===== src/rtl/dmem_arbiter.sv =====
`default_nettype none
// ============================================================================
// Module   : dmem_arbiter
// Purpose  : Two-port (core / host) arbiter in front of a single-port data
//            memory. Round-robin under contention, optional host burst lock
//            bounded by MAX_BURST, one-cycle read-data return per requester.
// Revision : 1.0 - initial release
// ============================================================================
module dmem_arbiter #(
    parameter int AW        = 8,
    parameter int DW        = 8,
    parameter int MAX_BURST = 4
) (
    input  logic          clk,
    input  logic          reset,

    input  logic          core_req,
    input  logic          core_we,
    input  logic [AW-1:0] core_addr,
    input  logic [DW-1:0] core_wdata,
    output logic          core_gnt,
    output logic          core_rvalid,
    output logic [DW-1:0] core_rdata,

    input  logic          host_req,
    input  logic          host_we,
    input  logic          host_lock,
    input  logic [AW-1:0] host_addr,
    input  logic [DW-1:0] host_wdata,
    output logic          host_gnt,
    output logic          host_rvalid,
    output logic [DW-1:0] host_rdata,

    output logic          mem_en,
    output logic          mem_we,
    output logic [AW-1:0] mem_addr,
    output logic [DW-1:0] mem_wdata,
    input  logic [DW-1:0] mem_rdata
);

    // Counter must be able to hold MAX_BURST itself (saturation value).
    localparam int            CW          = $clog2(MAX_BURST + 1);
    localparam logic [CW-1:0] BURST_LIMIT = CW'(MAX_BURST);

    // Owner of the most recent granted access.
    localparam logic [1:0] OWNER_NONE = 2'd0;
    localparam logic [1:0] OWNER_CORE = 2'd1;
    localparam logic [1:0] OWNER_HOST = 2'd2;

    logic [1:0]    last_owner;
    logic [CW-1:0] burst_cnt;
    logic          pick_core;
    logic          pick_host;
    logic [AW-1:0] addr_hold;
    logic [DW-1:0] wdata_hold;
    logic [DW-1:0] core_rdata_hold;
    logic [DW-1:0] host_rdata_hold;

    // Arbitration decision: single requester wins outright; under contention
    // the starvation bound beats the lock, the lock beats round-robin.
    always_comb begin
        pick_core = 1'b0;
        pick_host = 1'b0;
        if (core_req && host_req) begin
            if (burst_cnt == BURST_LIMIT) begin
                pick_core = 1'b1;
            end else if (host_lock && (last_owner == OWNER_HOST)) begin
                pick_host = 1'b1;
            end else if (last_owner == OWNER_CORE) begin
                pick_host = 1'b1;
            end else begin
                pick_core = 1'b1;
            end
        end else if (core_req) begin
            pick_core = 1'b1;
        end else if (host_req) begin
            pick_host = 1'b1;
        end
    end

    // Grants are combinational, so they are masked directly by the
    // asynchronous reset to drop the instant reset asserts.
    assign core_gnt = reset & pick_core;
    assign host_gnt = reset & pick_host;

    // Memory port mirrors the winner; address/data hold when idle. The hold
    // registers clear asynchronously, which also zeroes mem_addr/mem_wdata
    // in reset because no grant can be active then.
    always_comb begin
        mem_en    = core_gnt | host_gnt;
        mem_we    = 1'b0;
        mem_addr  = addr_hold;
        mem_wdata = wdata_hold;
        if (core_gnt) begin
            mem_we    = core_we;
            mem_addr  = core_addr;
            mem_wdata = core_wdata;
        end else if (host_gnt) begin
            mem_we    = host_we;
            mem_addr  = host_addr;
            mem_wdata = host_wdata;
        end
    end

    // Ownership, burst counting and last-driven memory address/data.
    always_ff @(posedge clk or negedge reset) begin
        if (!reset) begin
            last_owner <= OWNER_NONE;
            burst_cnt  <= '0;
            addr_hold  <= '0;
            wdata_hold <= '0;
        end else begin
            addr_hold  <= mem_addr;
            wdata_hold <= mem_wdata;
            if (core_gnt) begin
                last_owner <= OWNER_CORE;
            end else if (host_gnt) begin
                last_owner <= OWNER_HOST;
            end
            // Only host grants that keep a waiting core out are counted.
            if (core_gnt || !core_req) begin
                burst_cnt <= '0;
            end else if (host_gnt && (burst_cnt != BURST_LIMIT)) begin
                burst_cnt <= burst_cnt + CW'(1);
            end
        end
    end

    // Read-valid pipeline: one cycle after a granted read; writes never
    // produce a valid. Reset kills any read in flight.
    always_ff @(posedge clk or negedge reset) begin
        if (!reset) begin
            core_rvalid <= 1'b0;
            host_rvalid <= 1'b0;
        end else begin
            core_rvalid <= core_gnt & ~core_we;
            host_rvalid <= host_gnt & ~host_we;
        end
    end

    // Capture returned data so each rdata port holds its last valid word.
    always_ff @(posedge clk or negedge reset) begin
        if (!reset) begin
            core_rdata_hold <= '0;
            host_rdata_hold <= '0;
        end else begin
            if (core_rvalid) begin
                core_rdata_hold <= mem_rdata;
            end
            if (host_rvalid) begin
                host_rdata_hold <= mem_rdata;
            end
        end
    end

    // Memory data is presented live in the valid cycle, held otherwise.
    assign core_rdata = core_rvalid ? mem_rdata : core_rdata_hold;
    assign host_rdata = host_rvalid ? mem_rdata : host_rdata_hold;

endmodule
`default_nettype wire


===== config.mk =====
export PLATFORM = sky130hd
export DESIGN_NAME = dmem_arbiter
export DESIGN_NICKNAME = d
export VERILOG_FILES = /design/src/rtl/dmem_arbiter.sv
export SDC_FILE = /design/constraint.sdc
export NUM_CORES = 1
export LEC_CHECK = 0
export ABC_AREA = 1
export CORE_ASPECT_RATIO = 2
export CORE_MARGIN = 8
export CORE_UTILIZATION = 45
export DETAILED_ROUTE_END_ITERATION = 8
export PLACE_DENSITY_LB_ADDON = 0.2
export SLEW_MARGIN = 25
export SYNTH_ARGS = -nofsm -noshare
export SYNTH_HDL_FRONTEND = slang
export SYNTH_SLANG_ARGS = --single-unit

===== constraint.sdc =====
create_clock -name clk -period 4.1 [get_ports clk]
set_clock_uncertainty 0.05 [all_clocks]
set_input_delay 0.41 -clock clk [delete_from_list [all_inputs] [get_ports clk]]
set_output_delay 0.41 -clock clk [all_outputs]
set_load 0.05 [all_outputs]

## After elaboration in Yosys (flattened, before gate mapping)

Index checks and enable logic that the tools add are counted.

- Equal/unequal tests: 4
- Add/subtract/negate cells: 1
- Muxes and demuxes: 23
- Bitwise logic cells: 7
- Reduce and logical (&&, ||, !) cells: 7

Operators with widths:

| operator | number |
|---|---|
| 8-bit 2-to-1 mux | 6 |
| 1-bit 2-to-1 mux | 13 |
| 3-bit 2-to-1 mux | 2 |
| 1-bit bitwise AND | 4 |
| 2-bit 2-to-1 mux | 2 |
| 2-bit nonzero test | 2 |
| 3-bit by 1-bit adder with 3-bit output, second input constant | 1 |
| 3-bit equality test, second input constant | 1 |
| 1-bit logical AND | 3 |
| 3-bit inequality test, second input constant | 1 |
| 2-bit by 1-bit equality test with 1-bit output, second input constant | 1 |
| 2-bit equality test, second input constant | 1 |
| 1-bit inverter | 2 |
| 1-bit logical NOT | 1 |
| 1-bit logical OR | 1 |
| 1-bit OR | 1 |

- Input bits: 47
- Flip-flop bits (word level): 39
- Output and inout bits: 38

## Logic depth before layout (Yosys ltp)

Gate-level depths: netlist of run 1.

- Depth in word-level cells: 9
- Depth in mapped cells: 10
- Mapped depth without buffers: 9

## Worst setup path after synthesis of run 1

No wires, ideal clock.

- Path kind: reg2out
- Start: register burst_cnt[0]
- End: output mem_addr[0]
- Required time: 3.640 ns
- Slack: 1.931 ns
- Buffers on the path: 1
- Cell stages (with the launch flop): 10
- Arrival: 1.709 ns
- Cells stage by stage: dfrtp_1 -> inv_1 -> ha_1 -> nand2_1 -> nand4_1 -> nand2_2 -> inv_2 -> buf_2 -> nand2_1 -> nand2_1

- Elaborated cells between the ends (all ways): 9
- Classes of those cells: eq/ne: 1; mux: 6; bitwise: 2

RTL lines:

| element | RTL line | text |
|---|---|---|
| start, declared | 51 | `logic [CW-1:0] burst_cnt;` |
| start signal, assigned | 124 | `burst_cnt <= burst_cnt + CW'(1);` |
| 3-bit equality test | 65 | `if (burst_cnt == BURST_LIMIT) begin` |
| 1-bit 2-to-1 mux | 65 |  |
| 1-bit 2-to-1 mux | 64 | `if (core_req && host_req) begin` |
| 1-bit bitwise AND | 83 | `assign core_gnt = reset & pick_core;` |
| via core_gnt | 21 | `output logic core_gnt,` |
| 8-bit 2-to-1 mux | 94 | `if (core_gnt) begin` |
| end, declared | 36 | `output logic [AW-1:0] mem_addr,` |

The timed path passes the listed nets, and every way through them passes these cells.

## Final worst setup path of run 1

- Start: input core_req
- End: output mem_wdata[3]

- Longest elaborated chain between the ends: 5
- Elaborated cells between the ends (all ways): 9
- Classes of those cells: mux: 6; bitwise: 2; reduce/logical: 1

RTL lines:

| element | RTL line | text |
|---|---|---|
| start, declared | 17 | `input logic core_req,` |
| 1-bit 2-to-1 mux or 1-bit logical AND (tied branches) | 74, 64 |  |
| 1-bit 2-to-1 mux | 64 |  |
| 1-bit bitwise AND | 84 | `assign host_gnt = reset & pick_host;` |
| 8-bit 2-to-1 mux | 98 | `end else if (host_gnt) begin` |
| 8-bit 2-to-1 mux * | 94 |  |
| end, declared | 37 | `output logic [DW-1:0] mem_wdata,` |

Mark *: on every way between the ends. The rest lies on a longest branch, timed or not.

==> results of run 1 <==
[final timing paths]
kind	start	slack [ns]	to	depth (start not counted)
setup / recovery	core_req	0.90	mem_wdata[3]	8
hold / removal	reset	0.17	core_rdata_hold[6]	2
setup reg to reg	burst_cnt[0]	2.33	wdata_hold[3]	8
hold reg to reg	core_rdata_hold[2]	0.45	core_rdata_hold[2]	1
max in group asynchronous	reset	3.49	wdata_hold[7]	2
min in group clk	core_rdata_hold[2]	0.45	core_rdata_hold[2]	1
[sequential cells by signal, indices dropped and copies added (netlist names)]
register         flops
addr_hold            8
host_rvalid          1
wdata_hold           8
burst_cnt            3
core_rdata_hold      8
last_owner           2
core_rvalid          1
host_rdata_hold      8
[Yosys cell counts (all sizes together)]
cell,number,area (µm²)
mux2,16,180
nand4,1,6.26
dfrtp,39,976
nor3,1,10.0
clkbuf,2,7.51
nor2,4,15.0
o22ai,1,6.26
clkinv,1,3.75
o21ai,1,5.00
mux2i,1,10.0
buf,6,47.5
nand3,33,170
xor2,1,8.76
ha,2,25.0
nand2,62,250
nand3b,1,7.51
inv,40,150
or2,1,6.26
[cell families after synthesis]
kind of cell	count (synthesis)	share of synthesized area
muxes	17	0.101
AOI/OAI and AO/OA	2	0.00597
and+or+nand+nor	103	0.247
xor gates and xnor gates	1	0.00465
DFF	39	0.518
buffers and inverters	49	0.111
adders and majority gates	2	0.0133
[through the flow]
stage | utilization | hold slack [ns] | instances | setup slack (ns) | area [µm²]
after floorplan | - | 0.0644 | 213 | 1.93 | 1890
after global placement | 0.677 | 0.429 | 342 | 0.936 | 2740
after detailed placement | 0.677 | 0.436 | 342 | 0.895 | 2740
after CTS | 0.706 | 0.185 | 350 | 0.871 | 2860
after global routing | 0.706 | 0.220 | 350 | 0.691 | 2860
final | 0.706 | 0.174 | 350 | 0.902 | 2860
[layout make-up]
type,count,area (µm²),area share
repair buffers,85,843,0.295
well taps,52,65.1,0.0228
clock inverters,2,35.0,0.0123
flip-flops and latches,39,976,0.342
inverters,41,154,0.0539
clock buffers,6,82.6,0.0289
multi-input cells,125,701,0.245
[power by group through the flow]
stage | logic (µW) | clock network (µW) | registers (µW)
2_1_floorplan | 466 | 0 | 493
3_3_place_gp | 699 | 0 | 495
3_5_place_dp | 706 | 0 | 499
4_1_cts | 708 | 336 | 491
5_1_grt | 743 | 349 | 499
6_report | 699 | 327 | 490
[routing by layer]
layer  up-vias  share of wire
li1        822              -
met5         -              0
met2        69           0.54
met3         8          0.091
met4         0          0.021
met1       752           0.34
[critical path, delay by kind of cell]
kind                   cells  cell delay [ns]
buffers and inverters      4             1.80
AND/OR/NAND/NOR            4             0.52
==> out/results.ini, run 1 <==
[cts]
cts_tree=yes
numCtsBuffers=5
holdBufCountCts=0
cts.reportedPaths.clkPinSlew_ns=0.07
cts.htree.levels=2
cts_setup_buffers=0
cts.sinks=39
clockBufferDepth=2
clock_latency_ns=0.29
root_buffer=clkbuf_8
cts_resized=0

[timing]
worstMarginPinSlew_ns=0.537
fin_crit_sh=0.780
finalSetupViolCount=0
tns_ns=0
hold_viol=0
rsz0062_at_grt=no
max_freq_mhz=313
min_period_ns=3.20
slew-limit-headroom=0.641
finalMaxSlewViolations=0

[floorplan]
die_area_mm2=0.00664
fp.coreArea_mm2=0.00405
ios=85
fp.dieH_um=108
fp.dieW_um=61.8
rows=33
start_util=0.466

[setup_path]
cpPeakStageDelay_ns=0.82
cp_data_required_time_ns=3.64
critPathLaunchType=input port
crit_path_cell_trace=clkdlybuf4s50_1, nand2_1, clkinv_1, nand2_2, inv_2, nand2_1, nand2_1, clkdlybuf4s50_1
crit_path_top_delay_cell=clkdlybuf4s50_1
cpMostUsedCell=nand2_1
crit_type=input port to primary output
critPathCaptureType=primary output
arrival_ns=2.74
critical_path_peak_fanout=20

[detailed_routing]
routed_wl_um=4910
drtIter0Drc=41
num_vias=1651
avgRoutedWirePerCell_um=14.0
ant_nets=0
viasPerCell=4.72
drc=0
dr.pass1.iters=4

[cells_and_area]
fin_nets=346
syn2layout_area_growth_pct=51.5
fillerInstances=348
n_antenna_cell=0
final_cell_mix=clkdlybuf4s50_1, nand2_1, dfrtp_1
final_layout_size_suffix_gt1_frac=0.117
final_common_cell=clkdlybuf4s50_1

[power]
max-vdd-ir-drop_v=0.000414
seqPwrFrac=0.323
p_per_area_mw_per_mm2=531
combinationalPowerShare=0.461
p_leak_uw=0.00141
total_power_uw=1520
p_int_uw=909
sw_frac_of_total=0.401
p_clk_frac=0.216
switchingPower_uw=607

[global_route]
grtUsageMet1=0.147
first_global_vias=1802
antenna_found_initial=0
grt_max_degree=41
busiest_layer=met2
grt_pass1_wl_um=8050
track_usage=0.159
grt-ovfl-total=0
met3_usage=0.0611
grtUsageMet2=0.285

[synth]
seq_area_frac_synth=0.518
mappedNetlistNets=262
synthCells=213
synth_area_mm2=0.00189
yosysUniqueCellTypes=24
yosysWarnings=0
ys_ff_latch=39
syn_avg_cell_area_um2=8.85

[placement]
dp_hpwl_um=3910
portBuffers=84
finalWeightedCongestion=0.796

[min_path]
hold_class=input port to async pin

[job]
cap_violations=0

[run_status]
status=completed

No activity file was read; power rests on OpenSTA's default activity.
==> run 2: changes to the inputs <==
Settings changed: CORE_UTILIZATION 45 to 41.
Clock period 4.1 ns to 3.25 ns, I/O delays scaled along.
==> out/results.ini, run 2 (synthesis gave the netlist of run 1 again) <==
[run_status]
status=completed

[placement]
dp_hpwl_um=3800
finalWeightedCongestion=0.784
place_ws_ns=0.745
portBuffers=84

[timing]
max_freq_mhz=360
finalSetupViolCount=0
finalMaxSlewViolations=0
fin_crit_sh=0.854
min_period_ns=2.78
hold_viol=0
slew-limit-headroom=0.656
worstMarginPinSlew_ns=0.515
rsz0062_at_grt=no
setup_slack_ns=0.473
tns_ns=0

[floorplan]
fp.dieH_um=112
fp.coreArea_mm2=0.00451
start_util=0.418
fp.dieW_um=64.0
rows=35
die_area_mm2=0.00716
ios=85

[power]
p_clk_frac=0.197
p_int_uw=1230
max-vdd-ir-drop_v=0.000446
p_per_area_mw_per_mm2=667
sw_frac_of_total=0.396
combinationalPowerShare=0.499
p_leak_uw=0.00151
switchingPower_uw=803
total_power_uw=2030
seqPwrFrac=0.304

[job]
cap_violations=0

[cts]
clock_latency_ns=0.29
root_buffer=clkbuf_8
holdBufCountCts=1
cts.reportedPaths.clkPinSlew_ns=0.08
cts_setup_buffers=0
clockBufferDepth=2
numCtsBuffers=5
cts_tree=yes
cts_resized=0
cts.htree.levels=2
cts.sinks=39

[global_route]
track_usage=0.144
grt-ovfl-total=0
antenna_found_initial=0
first_global_vias=1803
grt_max_degree=29
grt_pass1_wl_um=8360

[detailed_routing]
avgRoutedWirePerCell_um=13.9
num_vias=1675
viasPerCell=4.73
drc=0
ant_nets=0
routed_wl_um=4930
dr.pass1.iters=4
drtIter0Drc=46

[cells_and_area]
n_antenna_cell=0
final_common_cell=clkdlybuf4s50_1
final_cell_mix=clkdlybuf4s50_1, nand2_1, dfrtp_1
syn2layout_area_growth_pct=61.4
final_layout_size_suffix_gt1_frac=0.181
fin_nets=347
final_core_util=0.675

[setup_path]
arrival_ns=2.40
cp_data_required_time_ns=2.87
critPathLaunchType=input port
critPathCaptureType=primary output
critical_path_peak_fanout=20
crit_type=input port to primary output

[min_path]
hold_class=input port to async pin

==> run 2: power by group through the flow <==
stage / Clock, µW / Sequential [µW] / Combinational [µW]
6_report: 400 / 617 / 1010
5_1_grt: 432 / 629 / 1070
4_1_cts: 414 / 619 / 1020
3_5_place_dp: 0 / 629 / 1020
3_3_place_gp: 0 / 624 / 1010
2_1_floorplan: 0 / 622 / 588
==> run 2: final timing paths <==
kind | from | to | slack (ns) | cells after the start
max in group asynchronous | reset | core_rdata_hold[7] | 2.09 | 3
worst max-delay path | reset | mem_wdata[7] | 0.47 | 9
worst min register to register | core_rdata_hold[6] | core_rdata_hold[6] | 0.45 | 1
worst max register to register | burst_cnt[0] | wdata_hold[7] | 1.37 | 8
worst min-delay path | reset | wdata_hold[6] | 0.40 | 2
min in group clk | core_rdata_hold[6] | core_rdata_hold[6] | 0.45 | 1
==> run 2: cell type report <==
cell class	instances	area, µm²
clock inverter	3	43.8
inverter	41	154
clock buffer	5	68.8
fill	359	1470
timing repair buffer	86	1030
tap	55	68.8
multi-input combinational	125	701
sequential	39	976
==> run 2: critical path, stage by stage <==
cell           delay [ns]
dlygate4sd3_1        0.52
buf_2                0.30
nand2_1              0.12
clkinv_1             0.08
nand2_2              0.23
inv_2                0.40
nand2_1              0.10
nand2_1              0.16
buf_12               0.15
==> run 2: routing by layer <==
layer  up-vias  global-route usage  share of wire
li1        824                   -              -
met1       773               0.150           0.40
met2        68               0.236           0.48
met3        10              0.0683           0.10
met4         0              0.0615          0.020
met5         -                   0              0
==> run 2: through the flow <==
step	hold slack, ns	cell area (µm²)	cells
CTS	0.400	3040	354
finish	0.402	3040	354
global route	0.445	3040	354
floorplan	-0.0206	1890	213
detailed placement	0.183	2920	345
global placement	0.186	2920	345
==> run 3: changes to the inputs <==
Settings changed: CAP_MARGIN from default to 0, CORE_MARGIN 8 to default, GPL_TIMING_DRIVEN from default to 0.
==> out/results.ini, run 3 (synthesis gave the netlist of run 1 again) <==
[setup_path]
crit_path_cell_trace=inv_1, ha_1, nand2_1, nand4_1, nand2_2, inv_2, buf_2, nand2_1, nand2_1, clkdlybuf4s50_1
arrival_ns=2.59
cp_data_required_time_ns=2.87
cp.depth=10
cp-startpoint=burst_cnt[0]
regToRegSetupSlack_ns=1.62
crit_end=mem_addr[0]
critical_path_peak_fanout=10
worst_r2r_path_depth=9
critPathTopFamily=buffers and inverters
rr_startpoint=burst_cnt[0]
crit_path_top_delay_cell=clkdlybuf4s50_1
critPathCaptureType=primary output
cpMostUsedCell=nand2_1
worst_r2r_endpoint=addr_hold[0]
crit_buf_inv=4
cpPeakStageDelay_ns=0.82
critPathLaunchType=register
crit_type=register to primary output

[timing]
min_period_ns=2.97
fin_crit_sh=0.913
max_freq_mhz=337
finalSetupViolCount=0
hold_viol=5
slew-limit-headroom=0.407
setup_slack_ns=0.284
worst_hold_slack_ns=-0.00178
rsz0062_at_grt=no
worstMarginPinSlew_ns=0.886
finalMaxSlewViolations=0

[detailed_routing]
drc=0
avgRoutedWirePerCell_um=11.9
num_vias=1682
viasPerCell=4.66
ant_nets=0
drtIter0Drc=11
dr.pass1.iters=4
routed_wl_um=4290

[cts]
cts.htree.levels=2
numCtsBuffers=5
clock_latency_ns=0.29
root_buffer=clkbuf_8
cts_setup_buffers=0
cts_resized=0
clockBufferDepth=2
cts_tree=yes
cts.reportedPaths.clkPinSlew_ns=0.07
holdBufCountCts=1
cts.sinks=39

[global_route]
grt_max_degree=22
grt_pass1_wl_um=7370
grt-ovfl-total=0
first_global_vias=1757
track_usage=0.199
antenna_found_initial=0

[placement]
placed_cell_area_mm2=0.00282
dp_hpwl_um=3350
place_ws_ns=0.304
finalWeightedCongestion=0.777
portBuffers=84

[cells_and_area]
post-route-cell-area_mm2=0.00294
n_antenna_cell=0
fin_nets=355
final_cell_mix=clkdlybuf4s50_1, nand2_1, dfrtp_1
multi_input_area_um2=701
final_layout_size_suffix_gt1_frac=0.134
seq_area_um2=976
fillerInstances=392
syn2layout_area_growth_pct=56.1
final_common_cell=clkdlybuf4s50_1
final_core_util=0.672

[power]
p_per_area_mw_per_mm2=649
max-vdd-ir-drop_v=0.000481
p_leak_uw=0.00146

[run_status]
status=finished, violations left
violations=hold timing

[min_path]
hold_class=input port to async pin

[floorplan]
fp.dieH_um=97.9
rows=34
start_util=0.430
fp.coreArea_mm2=0.00438
fp.dieW_um=50.0
die_area_mm2=0.00489
ios=85

[job]
cap_violations=0

[run 3: cell count changes in the layout (fill, tap and decap cells not counted), sizes merged]
cell	previous run	this run
clkinv	3	2
buf	21	8
clkbuf	5	8
clkdlybuf4s50	64	83
[run 3: worst register-to-register path, cell delays in order (launching register included)]
cell and delay (ns):
dfrtp_1 0.39, inv_1 0.06, ha_1 0.19, nand2_1 0.10
nand4_1 0.12, nand2_2 0.21, inv_2 0.06, buf_2 0.19
nand2_1 0.09, nand2_1 0.07
[run 3: power breakdown]
part / total (µW) / switching [µW] / internal, µW
clock network: 403 / 155 / 248
logic: 893 / 571 / 323
registers: 616 / 28.0 / 588
[run 3: layer usage]
layer | GRT usage | vias to the layer above | share of wire
li1 | - | 842 | -
met1 | 0.185 | 772 | 0.36
met2 | 0.392 | 60 | 0.57
met3 | 0.0436 | 8 | 0.052
met4 | 0.0813 | 0 | 0.024
met5 | 0 | - | 0
[run 3: through the flow]
step | std cells | power, µW | TNS, ns
finish | 361 | 1910 | 0
global route | 361 | 2010 | 0
CTS | 361 | 1930 | 0
detailed placement | 352 | 1520 | 0
global placement | 351 | 1510 | -19.53
floorplan | 213 | 1210 | 0
[run 3: worst min path at each step]
stage                  startpoint            endpoint  slack (ns)  depth (start not counted)
2_1_floorplan               reset        addr_hold[0]       -0.02                          0
3_3_place_gp   host_rdata_hold[7]  host_rdata_hold[7]        0.43                          1
3_5_place_dp                reset  host_rdata_hold[3]        0.28                          1
4_1_cts                     reset  core_rdata_hold[1]       0.001                          2
5_1_grt                     reset  core_rdata_hold[1]       0.003                          2
6_report                    reset  core_rdata_hold[1]      -0.002                          2
[run 3: cell type report]
cell class              instances  area share
plain buffers                   8      0.0187
clock buffers                   6      0.0280
clock inverters                 2      0.0119
inverters                      41      0.0523
multi-input cells             125       0.238
flip-flops and latches         39       0.331
well taps                      54      0.0229
repair buffers                 86       0.297
